[config.mk]
export PLATFORM = sky130hd
export DESIGN_NAME = coverage_tracker
export DESIGN_NICKNAME = d
export VERILOG_FILES = /design/src/rtl/truth_checker_coverage_tracker.sv
export SDC_FILE = /design/constraint.sdc
export NUM_CORES = 1
export LEC_CHECK = 0
export ABC_AREA = 1
export CORE_AREA = 2 2 39 41
export CTS_CLUSTER_SIZE = 14
export DETAILED_ROUTE_END_ITERATION = 10
export DIE_AREA = 0 0 41 43
export PLACE_DENSITY = 0.67
export SLEW_MARGIN = 20
export SYNTH_ARGS = -nofsm -noshare
export SYNTH_HDL_FRONTEND = slang
export SYNTH_SLANG_ARGS = --single-unit
[constraint.sdc]
create_clock -name clk -period 1.1 [get_ports clk]
set_clock_uncertainty 0.2 [all_clocks]
set_input_delay 0.165 -clock clk [delete_from_list [all_inputs] [get_ports clk]]
set_output_delay 0.165 -clock clk [all_outputs]
set_load 0.02 [all_outputs]
[src/rtl/truth_checker_coverage_tracker.sv]
// coverage_tracker: seen mask over all 2^N_IN vectors with clear/set and completion detect
module coverage_tracker #(
  parameter int N_IN = 3
) (
  input  logic            clk,
  input  logic            rst_n,
  input  logic            clr_i,
  input  logic            set_i,
  input  logic [N_IN-1:0] idx_i,
  output logic            cov_full_o,
  output logic            completes_o
);
  localparam int NV = 1 << N_IN;
  logic [NV-1:0] seen_q, seen_d, hot;
  always_comb begin
    hot = NV'(1) << idx_i;
    seen_d = clr_i ? '0 : set_i ? (seen_q | hot) : seen_q;
  end
  always_ff @(posedge clk or negedge rst_n)
    if (!rst_n) seen_q <= '0;
    else seen_q <= seen_d;
  assign cov_full_o = &seen_q;
  assign completes_o = set_i & ~clr_i & ~cov_full_o & (&(seen_q | hot));
endmodule

==> Word level (Yosys, flattened, before mapping) <==
Index checks and enable logic that the tools add are counted.
{ "op_classes": {"shift": 1, "mux": 2, "n_bitwise": 6, "n_reduce_logical": 3} }
{ "op_table": {"columns": ["cell", "n"], "rows": [
  ["8-bit 2-to-1 mux", 2],
  ["8-bit AND reduction", 2],
  ["8-bit bitwise OR", 1],
  ["1-bit by 3-bit left shift with 8-bit output, first input constant", 1],
  ["1-bit AND", 3],
  ["1-bit NOT", 2],
  ["2-bit nonzero test", 1]
]} }
{ "word_totals": {"reg_bits": 8, "inputBits": 7} }

==> Depth between registers and ports, before layout <==
{ "logic_depth": {"word_depth": 4, "ltp_mapped": 7, "ltp_nobuf": 7} }

==> Worst setup path before layout <==
Ideal clock, no wire load.
{ "synth_timing": {"kind": "register to output", "startpoint": "register seen_q[0]", "endpoint": "output cov_full_o", "arrival_time_ns": 1.110, "required_time_ns": 0.735, "path_slack_ns": -0.375, "stages_incl_launch_ff": 3, "path_buffers": 0, "path_cell_list": "dfrtp_1 -> nand2_1 -> nor4_1"} }
{ "synth_via": {"elab_chain_cells": 1} }
{ "synth_lines": {"columns": ["item", "line", "rtl"], "rows": [
  ["start, declared", "14", "logic [NV-1:0] seen_q, seen_d, hot;"],
  ["start signal, assigned", "21", "else seen_q <= seen_d;"],
  ["8-bit AND reduction", "22", "assign cov_full_o = &seen_q;"],
  ["end, declared", "10", "output logic cov_full_o,"]
]} }
Every way passes these cells.

==> Final worst setup path <==
{ "layout_timing": {"startpoint": "register seen_q[2]", "endpoint": "output completes_o"} }
{ "layout_via": {"elab_chain_cells": 4, "elab_cells_between_ends": 6, "classes_between": "4 x bitwise; 2 x reduce/logical"} }
{ "layout_lines": {"columns": ["item", "line", "rtl"], "rows": [
  ["8-bit AND reduction", "22", null],
  ["1-bit NOT", "23", "assign completes_o = set_i & ~clr_i & ~cov_full_o & (&(seen_q | hot));"],
  ["1-bit AND", "23", null],
  ["1-bit AND *", "23", null],
  ["end, declared", "11", "output logic completes_o"]
]} }
Mark *: on every way between the ends. The rest lies on a longest branch, timed or not.

==> results.md <==
* Synth-to-layout area growth at 65.2%
* Worst skew pair latency at 0.26 ns
* Initial antenna violation count at 0
* Synth warn at 0
* First-pass GRT wire length at 2.05 mm
* Syn nets at 67
* Largest register by flop count: seen_q
* CTS root buf: clkbuf_4
* Clock buffer depth at 2
* Max-slew violations at 0
* DR vias at 461
* RSZ-0062 raised after global routing: yes
* Gate Count Post-Synth at 60
* Die width at about 41 µm
* VDD IR max at between 0.4 and 0.5 mV
* HP Class: input pin to async pin
* P_leak at 0.365 nW
* Yosys reg bits at 8
* Fmax at between 600 and 700 MHz
* TritonCTS clock tree: yes
* Gr usage total at 18.0%
* Worst-Margin Slew at ~0.38 ns
* Port bufs at 8
* Mapped Area at 442 µm²
* # fillers at approximately 140
* CP endpoint kind: output pin
* Cts bufs inserted at 3
* Routability cong. at 0.830
* Reg-to-reg slack, setup at 0.12 ns
* Status: finished, violations left
* Failing checks: negative hold slack, negative setup slack
* Seq/Total Area, Yosys at 45.3%
* Commonest non-fill, non-tap cell in the layout: buf_4
* Wire per inst at roughly 11 µm
* Post-CTS setup buffer count at 0
* Initial Utilization at 31.9%
* DR pass1 iterations at 4
* Crit path DAT at 1.24 ns
* Height of the chip at between 40 and 50 µm
* Final setup violation count at 2
* Largest regs: seen_q (8)
* DRT iter0 DRCs at 6
* I/O Pins at 9
* # diodes at 0
* Grt total ovfl at 0
* Rel. slew slack at 74.8%
* Commonest non-fill, non-tap cells in the layout: buf_4, nand2_2, o22ai_1, dfrtp_1
* CP startpoint: seen_q[2]
* Fin crit period at 1.61 ns
* CP startpoint kind: register
* H-tree Lvls at 1
* PnR worst setup slack at -0.506 ns
* Share of layout cells above drive strength 1 at roughly half
* Post-route setup TNS at -0.936 ns
* Core area at 0.00138 mm²
* R2r worst-path depth at 3
* Worst r2r dst: seen_q[0]
* Cell Rows at 14
* Crit Path Max Fanout at 2
* Critical path data required time at 0.73 ns
* Core Util, Final at 52.7%
* Fin. Hold Viols at 8
* ANT nets after route at 0
* DRC at 0
* Syn avg cell area at 7.36 µm²
* Fin nets at 94
* Max reg flops at 8
* Fin crit share at 146%
* Clock-pin slew on the worst setup and hold paths at 0.05 ns
* Hold buffers post-CTS at 0
* Largest net degree at the start of global routing at 9
* R2R Path Start: seen_q[0]
* CP Class: register to output pin
* Post-DP HPWL at about 850 µm
* Clk sink count at 8
* Die area at 0.00176 mm²
* Vias in the first global route at 491
* Vias per std cell at about 4.6
* Max-cap violations at 0
* Synth cell types at 13
* Post-Route WL at 1.11 mm
* PwrDens at 904 mW/mm²
* Min Hold Slack at -0.00928 ns
-- layout make-up --
| class | instances | area (µm²) | area share [%] |
|---|---|---|---|
| Clock buffer | 3 | 22.5 | 3.09 |
| Inverter | 12 | 45.0 | 6.17 |
| Multi-Input combinational cell | 39 | 244 | 33.4 |
| Sequential cell | 8 | 200 | 27.4 |
| Tap cell | 16 | 20.0 | 2.74 |
| Timing Repair Buffer | 23 | 198 | 27.1 |
-- power breakdown --
part | switching, mW | total [mW] | internal, mW | leakage, nW
Sequential | 0.00827 | 0.314 | 0.306 | 0.110
Clock | 0.101 | 0.226 | 0.125 | 0.0138
Combinational | 0.0614 | 0.120 | 0.0583 | 0.241
-- worst max-delay path by stage --
| stage | to | slack [ns] |
|---|---|---|
| final | completes_o | -0.51 |
| after global routing | completes_o | -0.58 |
| after CTS | completes_o | -0.48 |
| after detailed placement | completes_o | -1.15 |
| after global placement | completes_o | -1.16 |
| after floorplan | completes_o | -0.14 |
-- metrics by stage --
| step | area (µm²) | worst slack [ns] | hold slack [ns] | power, mW | std cells |
|---|---|---|---|---|---|
| finish | 729 | -0.506 | -0.00928 | 0.659 | 101 |
| global route | 729 | -0.575 | 0.0276 | 0.692 | 101 |
| CTS | 702 | -0.478 | 0.00314 | 0.660 | 101 |
| detailed placement | 682 | -1.15 | 0.276 | 0.435 | 98 |
| global placement | 682 | -1.16 | 0.273 | 0.433 | 98 |
| floorplan | 474 | -0.137 | -0.331 | 0.364 | 60 |
-- synthesized netlist by cell type, drive strengths merged --
| library cell | n | area (µm²) |
|---|---|---|
| nand4 | 1 | 6.26 |
| nor2 | 4 | 17.5 |
| inv | 12 | 45.0 |
| nand3 | 8 | 40.0 |
| dfrtp | 8 | 200 |
| buf | 1 | 5.00 |
| nor4 | 1 | 6.26 |
| o22ai | 8 | 50.1 |
| nand2 | 16 | 62.6 |
| a21oi | 1 | 8.76 |
-- cells by family (layout without fill, tap and decap cells) --
logic type | after synthesis | count (layout) | synth area share (%)
buffers and inverters | 13 | 38 | 11.3
flip-flops | 8 | 8 | 45.3
AND/OR/NAND/NOR | 30 | 30 | 30.0
AO/OA/AOI/OAI | 9 | 9 | 13.3
-- critical path, stage by stage (launching register included) --
cell and delay [ns]:
dfrtp_1 0.40, nand2_2 0.12, nor2_2 0.05, a21oi_2 0.12
nand2_2 0.07, nor2_4 0.10, buf_6 0.12
-- routing by layer --
metal,global-route usage [%],part of all wire [%]
met1,24.1,46
met2,24.4,45
met3,1.57,4.1
met4,16.0,5.2
met5,0,0
-- what timing repair did --
action	CTS	global route
endpoints found under the hold margin	0	0
pin swaps	5	8
endpoints found under the setup margin	9	10
gates resized for setup	15	12
(Power assumes the default switching activity.)
==> variant 1, RTL diff (same flow settings) <==
Set the parameter `N_IN` to 4 (it was 3).
--- a/src/rtl/truth_checker_coverage_tracker.sv
+++ b/src/rtl/truth_checker_coverage_tracker.sv
@@ -2,3 +2,3 @@
 module coverage_tracker #(
-  parameter int N_IN = 3
+  parameter int N_IN = 4
 ) (
Interface: changed (resized idx_i); port bits go from 9 to 10. No check against the original RTL was run, so the function may have changed too.
==> variant 1 against the original RTL <==
- the flow finishes with violations (negative setup slack)
- wire length rose to 3.3 times the old value
- count of clock-buffer cells in the layout grew 1
- design area grew 79%
- die area did not move
- power increased by 92%
- core utilization up 42 points
- sequential power rose by 94%
- cell count up 78%
- setup slack worse by 0.34 ns
- sequential cell count up 8
- synthesized area is 100% higher
- critical path type is now input pin to output pin
==> variant 1: results (changes against the original RTL) <==
run_status:
  outcome: "complete, but fails checks"  # unchanged
  violations: "negative setup slack"  # was negative hold slack, negative setup slack
cells_and_area:
  clk_share_pct: 2.77  # was 3.09%
  n_all_buffers: 42  # was 23
  multiInputGateArea_sq_um: 412  # was 244 sq um
  buf_share_pct: 27.2  # was 27.1%
  multi_input_area_share_pct: 31.5  # was 33.4%
  top_regs: "seen_q (16)"  # was seen_q (8)
clock_tree:
  insertion_delay_ns: 0.30  # was 0.26 ns
sta:
  max-slew-margin-rel_pct: 83.8  # was 74.8%
  holdWs_ns: 0.128  # was -0.00928 ns
  final-setup-viol-count: 17  # was 2
  setup_slack_ns: -0.850  # was -0.506 ns
  fin_tns_setup_ns: -2.23  # was -0.936 ns
synthesis:
  synth.area.top_cells: "dfrtp_1, nand2_1, o22ai_1, inv_1, nand4_1"  # was dfrtp_1, nand2_1, o22ai_1, nand3_1, inv_1
  syn_area_per_cell_sq_um: 7.24  # was 7.36 sq um
  synth_fp_nets: 133  # was 67
placement:
  place_ws_ns: -1.40  # was -1.15 ns
  dpl.hpwl_um: 1780  # was 852 um
  portBuffers: 9  # was 8
grt:
  grt_max_degree: 17  # was 9
  met2_usage_pct: 53.4  # was 24.4%
worst_setup_path:
  r2r-start: "seen_q[1]$_DFFE_PN0P_"  # was seen_q[0]$_DFFE_PN0P_
  critical_path.max_fanout: 8  # was 2
  cp_slowest_cell: "clkdlybuf4s15_2"  # was dfrtp_1
  crit_start: "idx_i[1]"  # was seen_q[2]$_DFFE_PN0P_
drt:
  dr.first_iter.drc_count: 136  # was 6
  drt-wirelength-per-cell_um: 20.3  # was 11.0 um
  wl_met3_um: 477  # was 45 um
  met1Wirelength_um: 1280  # was 507 um
  wl_met2_um: 1600  # was 499 um
pwr:
  leakagePower_nw: 0.661  # was 0.365 nW
variant 1: changes by cell type in the layout (fill, tap and decap cells not counted), sizes merged, moves of 2 or more:
| cell | change |
|---|---|
| dlygate4sd2 | -3 |
| nand2 | +18 |
| clkdlybuf4s15 | +2 |
| buf | +18 |
| clkbuf | +2 |
| dfrtp | +8 |
| nor2 | +7 |
| nand4 | +10 |
| o22ai | +7 |
| inv | +10 |
variant 1: where the power goes:
group | total, W | switching, W | internal [W]
sequential | 0.000609 | 0.00000861 | 0.000601
clock | 0.000410 | 0.000208 | 0.000202
combinational | 0.000244 | 0.000141 | 0.000103
variant 1: logic make-up (layout without fill, tap and decap cells):
kind of cell / after synthesis / count (layout) / share of synthesized area, %
buffers and inverters: 29 / 68 / 13.8
flip-flops: 16 / 16 / 44.3
AO/OA/AOI/OAI: 16 / 16 / 10.9
AND/OR/NAND/NOR: 64 / 64 / 31.0
==> variant 2, RTL diff (same flow settings) <==
Without the edit above. Reset style: synchronous (`rst_n`), changed in one clocked block.
--- a/src/rtl/truth_checker_coverage_tracker.sv
+++ b/src/rtl/truth_checker_coverage_tracker.sv
@@ -18,3 +18,3 @@
   end
-  always_ff @(posedge clk or negedge rst_n)
+  always_ff @(posedge clk)
     if (!rst_n) seen_q <= '0;
Behaviour: differs if rst_n is asserted again (counterexample within 10 cycles, from zero or initial values and one cycle with rst_n low); with rst_n held inactive, the same outputs for 10 cycles.
==> variant 2 against the original RTL <==
- the flow finishes with violations (negative setup slack)
- setup slack better by 0.028 ns
- count of clock-buffer cells in the layout unchanged
- core utilization down 1.2 points
- synthesized area down 0.28%
- non-clock buffer count down 4
- sequential cell count unchanged
- sequential power down 5%
- critical path depth up 1
- sequential share of layout area down 3.6 points
- power down 4.5%
- design area down 2.2%
- wire length up 9.3%
- critical endpoint unchanged
==> variant 2: results (changes against the original RTL) <==
run_status:
  outcome: "complete, but fails checks"  # unchanged
  violations: "negative setup slack"  # was negative hold slack, negative setup slack
worst_setup_path:
  cp_slowest_cell: "dfxtp_2"  # was dfrtp_1
  critical_path.max_fanout: 3  # was 2
  r2r-start: "seen_q[3]$_SDFFE_PP0P_"  # was seen_q[0]$_DFFE_PN0P_
  crit_arrival_ns: 1.21  # was 1.24 ns
  cpPeakStageDelay_ns: 0.34  # was 0.40 ns
  crit_start: "seen_q[5]$_SDFFE_PP0P_"  # was seen_q[2]$_DFFE_PN0P_
synthesis:
  async_flop_share_pct: 0  # was 100%
  yosysSeqAreaShare_pct: 36.4  # was 45.3%
  synth_cell_types: 15  # was 13
  synth.area.top_cells: "dfxtp_1, nand2_1, inv_1, o211ai_1, nand3_1"  # was dfrtp_1, nand2_1, o22ai_1, nand3_1, inv_1
  dominantRegCellSynth: "dfxtp_1"  # was dfrtp_1
  synth_fp_nets: 75  # was 67
  syn_area_per_cell_sq_um: 6.48  # was 7.36 sq um
  yosys-top-cells-count: "nand2_1, inv_1, dfxtp_1"  # was nand2_1, inv_1, dfrtp_1, nand3_1, o22ai_1
grt:
  grt_pass1_vias: 458  # was 491
  grt_max_degree: 9  # unchanged
  track_usage_pct: 16.7  # was 18.0%
  grt_pass1_wl_um: 1860  # was 2050 um
clock_tree:
  clk_pin_slew_worst_paths_ns: 0.06
  htreeDepth: 1  # unchanged
  insertion_delay_ns: 0.26  # about the same
  numCtsBuffers: 3  # unchanged
cells_and_area:
  utilization_pct: 51.5  # was 52.7%
  num-nets-final: 98  # was 94
  fill_cells: 147  # was 139
  final_cells: 105  # was 101
  top_regs: "seen_q (8)"  # unchanged
  drive_gt1_share_pct: 43.8  # was 49.4%
sta:
  max-slew-margin-rel_pct: 85.0  # was 74.8%
  final-setup-viol-count: 4  # was 2
  setup_slack_ns: -0.478  # was -0.506 ns
pwr:
  leakagePower_nw: 0.381  # was 0.365 nW
  irDropWorstVdd_mv: 0.540  # was 0.476 mV
  p_switching_w: 0.000158  # was 0.000170 W
drt:
  num_vias: 512  # was 461
  routed_wl_um: 1210  # was 1110 um
  dr.first_iter.drc_count: 19  # was 6
  firstDrtPassIters: 4  # unchanged
placement:
  dpl.hpwl_um: 791  # was 852 um
  dpl-instance-area_sq_um: 641  # was 682 sq um
  gp_congestion: 0.788  # was 0.830
  placedCellCount: 100  # was 98
min_path:
  hold_class: "input pin to flop"  # was input pin to asynchronous set/reset pin
## variant 2: changes by cell type after synthesis, moves of 4 or more
| cell | delta |
|---|---|
| dfxtp_1 | +8 |
| dfrtp_1 | -8 |
| o211ai_1 | +4 |
| inv_1 | +6 |
| nand2_1 | +4 |
| o22ai_1 | -8 |
| nand3_1 | -4 |
## variant 2: final timing paths
| check | endpoint | slack [ns] | cells after the start |
|---|---|---|---|
| worst max-delay path | completes_o | -0.48 | 7 |
| worst min-delay path | seen_q[0]$_SDFFE_PP0P_ | 0.07 | 4 |
| worst max register to register | seen_q[3]$_SDFFE_PP0P_ | -0.07 | 5 |
| worst min register to register | seen_q[0]$_SDFFE_PP0P_ | 0.28 | 2 |
## variant 2: layer usage
layer	vias up	wire, um	track usage, %
met5	-	0	0
met4	0	17	8.00
met3	2	65	7.85
met2	12	614	25.6
met1	236	517	18.4
li1	262	-	-
## variant 2: what timing repair did
action | 4_1_cts | 5_1_grt
pin swaps | 4 | 3
gates resized for setup | 25 | 7
endpoints found under the hold margin | 0 | 0
buffers inserted | 1 | 1
cloned | 0 | 0
setup endpoints to repair | 10 | 7
## variant 2: through the flow
step                      power [W]  worst slack, ns  TNS [ns]
after floorplan            0.000338          -0.0705    -0.132
after global placement     0.000392            -1.17     -4.64
after detailed placement   0.000392            -1.18     -4.67
after CTS                  0.000633           -0.453    -0.909
after global routing       0.000671           -0.561     -1.22
final                      0.000630           -0.478    -0.984
## variant 2: area by class of cell
| cell class | instances | share of cell area [%] |
|---|---|---|
| flip-flops and latches | 8 | 23.9 |
| well taps | 16 | 2.81 |
| clock buffers | 3 | 3.16 |
| inverters | 15 | 7.89 |
| multi-input cells | 44 | 38.8 |
| repair buffers | 19 | 23.5 |
## variant 2: cells by family (layout without fill, tap and decap cells)
kind of cell | Yosys count | in the layout | synth area share (%)
AO/OA/AOI/OAI | 14 | 14 | 21.3
buffers and inverters | 16 | 37 | 13.9
flip-flops | 8 | 8 | 36.4
AND/OR/NAND/NOR | 30 | 30 | 28.4
## variant 2: critical path, delay by kind of cell (launching register included)
kind                   cells  cell delay [ns]
and+or+nand+nor            5             0.45
DFF                        1             0.34
buffers and inverters      2             0.17
## variant 2: power by group through the flow
| stage | Clock (W) | Sequential (W) | Combinational [W] |
|---|---|---|---|
| after floorplan | 0 | 0.000303 | 0.0000354 |
| after global routing | 0.000261 | 0.000298 | 0.000112 |
| after detailed placement | 0 | 0.000303 | 0.0000883 |
| after global placement | 0 | 0.000303 | 0.0000884 |
| after CTS | 0.000241 | 0.000297 | 0.0000953 |
| final | 0.000229 | 0.000298 | 0.000103 |
